### src/rtl/nld_pkg.sv
// Shared types and helpers for the nonlinear distortion pipeline model.
package nld_pkg;

  localparam int unsigned CNT_W = 32;

  typedef enum logic [1:0] {
    NLD_BYPASS = 2'd0,
    NLD_RAIL   = 2'd1,
    NLD_ENV    = 2'd2,
    NLD_CLIP   = 2'd3
  } nld_mode_e;

  typedef struct packed {
    logic signed [31:0] val;
    logic               clip;
  } rs_t;

  function automatic real rabs(input real v);
    return (v < 0.0) ? -v : v;
  endfunction

  // Round to nearest (ties away from zero), then saturate to a w-bit signed range.
  function automatic rs_t round_sat(input real v, input int unsigned w);
    rs_t r;
    real rr;
    real hi;
    real lo;
    r  = '0;
    hi = real'((64'sd1 <<< (w - 1)) - 64'sd1);
    lo = -real'(64'sd1 <<< (w - 1));
    rr = (v >= 0.0) ? $floor(v + 0.5) : -$floor(0.5 - v);
    if (rr > hi) begin
      rr     = hi;
      r.clip = 1'b1;
    end else if (rr < lo) begin
      rr     = lo;
      r.clip = 1'b1;
    end
    r.val = 32'($rtoi(rr));
    return r;
  endfunction

endpackage

### src/rtl/nonlinear_distortion_pipe_mdl_stage.sv
// One enabled pipeline register carrying valid, I/Q, mode and clip flag.
module nld_stage
  import nld_pkg::*;
#(
  parameter int unsigned W = 16
) (
  input  logic                clk,
  input  logic                reset,
  input  logic                en,
  input  logic                src_valid,
  input  logic signed [W-1:0] src_i,
  input  logic signed [W-1:0] src_q,
  input  nld_mode_e           src_mode,
  input  logic                src_clip,
  output logic                valid,
  output logic signed [W-1:0] i,
  output logic signed [W-1:0] q,
  output nld_mode_e           mode,
  output logic                clip
);

  always_ff @(posedge clk or posedge reset) begin
    if (reset) begin
      valid <= 1'b0;
      i     <= '0;
      q     <= '0;
      mode  <= NLD_BYPASS;
      clip  <= 1'b0;
    end else if (en) begin
      valid <= src_valid;
      i     <= src_i;
      q     <= src_q;
      mode  <= src_mode;
      clip  <= src_clip;
    end
  end

endmodule

### config.mk
export PLATFORM = sky130hd
export DESIGN_NAME = nld_stage
export DESIGN_NICKNAME = d
export VERILOG_FILES = /design/src/rtl/nld_pkg.sv /design/src/rtl/nonlinear_distortion_pipe_mdl_stage.sv
export SDC_FILE = /design/constraint.sdc
export NUM_CORES = 1
export LEC_CHECK = 0
export BUFFER_PORTS_ARGS = -buffer_cell sky130_fd_sc_hd__buf_2
export CORE_ASPECT_RATIO = 1.2
export CORE_MARGIN = 2
export CORE_UTILIZATION = 45
export DETAILED_ROUTE_END_ITERATION = 6
export MAX_ROUTING_LAYER = met4
export PLACE_DENSITY = 0.79
export REMOVE_ABC_BUFFERS = 1
export SKIP_LAST_GASP = 1
export SLEW_MARGIN = 10
export SYNTH_ARGS = -nofsm -noshare
export SYNTH_HDL_FRONTEND = slang
export SYNTH_SLANG_ARGS = --single-unit
### constraint.sdc
create_clock -name clk -period 1.3 [get_ports clk]
set_input_delay 0.26 -clock clk [delete_from_list [all_inputs] [get_ports clk]]
set_output_delay 0.26 -clock clk [all_outputs]
set_load 0.05 [all_outputs]
After elaboration in Yosys (flattened, before gate mapping):

Cells that the tools add are included.

* bits in registers: 36
* bits in latches: 0
* RAM bits: 0
* bits in read-only memories: 0
* input bits: 39
* output and inout port bits: 36
* word-level logic and storage cells: 5
* memories: 0

* add/subtract/negate cells: 0
* $mul: 0
* div/mod/pow operators: 0
* order comparisons: 0
* equal/unequal tests: 0
* shift-type cells: 0
* muxes and demuxes: 0
* bitwise logic cells: 0
* reduce and logical (&&, ||, !) cells: 0

Longest topological paths before layout:

* depth after elaboration: 0
* gate-level depth with buffers: 3
* depth with buffers taken out: 1

Worst setup path after synthesis:

No wires, ideal clock.

* kind: register -> register
* start point: reg, netlist name clip
* end point: reg clip
* arrival: 0.869 ns
* slack: 0.306 ns
* cell stages (with the launch flop): 2
* cells stage by stage: dfrtp_1 mux2_4

RTL lines
* end signal, assigned: line nonlinear_distortion_pipe_mdl_stage.sv:34 `clip <= src_clip;`
* end, declared: line nonlinear_distortion_pipe_mdl_stage.sv:19 `output logic clip`

Worst setup path in the final report:

* start point: reg i[0]
* end point: out i[0]

RTL lines
* start, declared: line nonlinear_distortion_pipe_mdl_stage.sv:16 `output logic signed [W-1:0] i,`
* start signal, assigned: line nonlinear_distortion_pipe_mdl_stage.sv:31 `i <= src_i;`

No word-level cell between the ends.

==> impl_results.md <==
- Status: complete, no violations
- RSZ-0062 raised after global routing: false
- Buffers and inverters on the worst path: 1
- Pre-CTS worst setup slack: 0.209 ns
- Biggest area consumer among synthesized cells: dfrtp_1
- Synth Register Bits: 36
- Worst-Skew Late Latency: 0.33 ns
- TritonCTS clock tree: yes
- CTS Buf Count: 5
- Sw Ratio: 35.6%
- Worst path arrival time: 0.98 ns
- Synthesized area: 1490 sq um
- Setup Crit Path Kind: reg -> out
- Total setup buffers inserted after CTS: 0
- Cell variety after synth: 6
- Count leader, synth: dfrtp_1
- Total power: 2.67 mW
- Final std cells w/o fill: 195
- DR vias: 940
- Nature of the critical path endpoint: output port
- CTS Root Buffer Type: clkbuf_4
- H-tree depth: 2
- I/O Buffers: 74
- Cells after synthesis: 77
- Combinational share of power: 31.4%
- Layout cells sized above 1: 75.5%
- Static Leak: 1.05 nW
- Ys Warns: 0
- Cell Rows: 22
- Worst VDD drop: 0.923 mV
- Vertical die dimension: 67.1 um
- Fin. Hold Viols: 0
- Diode count: 0
- GP Congestion: 0.694
- Placed Cells: 187
- EDFF count, synth: 0
- Max-Cap Viols: 0
- Initial DRC Count: 13
- Max Slew Vio Count: 0
- Worst setup margin: 0.0562 ns
- Synth area leaders: dfrtp_1 60%, mux2_4 30%, mux2_2 4.5%, buf_12 4.0%, buf_6 0.75%
- Drt wl/cell: 14.6 um
- Resize count post-CTS: 0
- Worst Skew: 0 ns
- Worst Tran Pin Value: 0.271 ns
- Synth cell count leaders: 36 x dfrtp_1, 30 x mux2_4, 6 x mux2_2, 3 x buf_12
- Grt total ovfl: 0
- Worst hold path type: in -> reg
- Psw: 0.951 mW
- Mapped Avg Cell Area: 19.4 sq um
- Drc violations: 0
- Antenna Nets Post-Route: 0
- Delay-heaviest family, CP: flip-flops
- First-pass GRT wire length: 4660 um
- Die area: 3800 sq um
- Initial core utilization: 48.0%
- Crit path required time: 1.04 ns
- Ys flop type: dfrtp_1
- CTS Buffer Depth: 2
- Hpwl dp: 2150 um
- Sink Count: 36
- Final critical-path required period: 1.24 ns
- Ports: 75
- Peak per-stage delay on the critical path: 0.38 ns
- Gr usage total: 17.1%
- Startpoint types: register
- Final setup viols: 0
- Crit-path cells: buf_2
- Seq. cell area: 901 sq um
- Number of global-route vias before repair: 1011
- Largest net degree at the start of global routing: 23
- Die W: 56.6 um
- Total negative slack: 0 ns
- Seq pwr share: 48.4%
- Async set-or-reset flop fraction in the synthesized netlist: 100%
- CP max stage cell: dfrtp_1
- Power per cell area: 1370 nW/um^2
- Post-route clock period utilization: 95.7%
- Worst-path maximum fanout: 2
- Total Nets Final: 198
- Combined area of the multi-input logic cells: 518 sq um
- Core box area: 3110 sq um
- Initial antenna violation count: 0
- Worst-path clk slew: 0.11 ns
- Internal power: 1.72 mW
- Fmax: 0.804 GHz
- Drt first pass iters: 5
- Filler Cell Count: 251
- Clock Power Share: 20.2%
- Seq/Total Area, Yosys: 60.3%
- Area grow syn2layout: 30.5%
- Rel. slew slack: 82.0%
- DR vias/cell: 4.82
- Post-synth top area share: 60.3%
- WL final: 2850 um
[per-stage QoR]
stage               hold WS, ns  util (%)  area (sq um)
floorplan                 0.408         -          1420
global placement          0.291      60.9          1890
detailed placement        0.300      60.9          1890
CTS                       0.135      62.7          1950
global route              0.125      62.7          1950
finish                    0.148      62.7          1950
[final timing paths]
| path | startpoint | endpoint | slack [ns] | cells after the start |
|---|---|---|---|---|
| setup / recovery | i[0] | i[0] | 0.06 | 1 |
| hold / removal | src_q[15] | q[15] | 0.15 | 2 |
| setup reg to reg | i[0] | i[0] | 0.51 | 1 |
| hold reg to reg | q[9] | q[9] | 0.51 | 1 |
| max in group asynchronous | reset | mode[0] | 0.55 | 4 |
| min in group asynchronous | reset | i[11] | 0.48 | 4 |
[routing by layer]
| metal | track usage [%] | share of wire, % | vias up |
|---|---|---|---|
| li1 | - | - | 428 |
| met1 | 21.1 | 41 | 462 |
| met2 | 25.7 | 50 | 45 |
| met3 | 4.27 | 7.0 | 5 |
| met4 | 9.82 | 1.9 | 0 |
| met5 | - | 0 | - |
[power by group through the flow]
stage,Sequential [mW],Combinational (mW),Clock (mW)
floorplan,1.71,0.190,0
global placement,1.31,0.829,0
detailed placement,1.31,0.844,0
CTS,1.29,0.847,0.561
global route,1.31,0.873,0.619
finish,1.29,0.838,0.539
[sequential cells by signal (all words and copies together), names as in the netlist]
name   flops
clip       1
i         16
mode       2
q         16
valid      1
[placed cells by master (no fill, tap or decap), drive strengths merged]
cell / count
buf: 78
dfrtp: 36
mux2: 36
clkbuf: 6
inv: 1
clkinv: 1
dlygate4sd3: 1
[cells by family (layout without fill, tap and decap cells)]
kind of cell / Yosys count / after routing / synth area share, %
flip-flops: 36 / 36 / 60.3
multiplexers: 36 / 36 / 34.7
buffers and inverters: 5 / 87 / 5.02
[what timing repair did]
| item | in CTS | in global routing |
|---|---|---|
| hold endpoints to repair | 36 | 0 |
| setup endpoints to repair | 0 | 0 |
| hold buffers | 1 | 0 |
[area by class of cell]
cell class | count | area share [%]
Timing Repair Buffer | 79 | 22.3
Clock inverter | 1 | 0.257
Clock buffer | 6 | 2.12
Multi-Input combinational cell | 36 | 26.6
Tap cell | 36 | 2.31
Sequential cell | 36 | 46.2
Inverter | 1 | 0.193
Power figures use the tool's default switching activity.
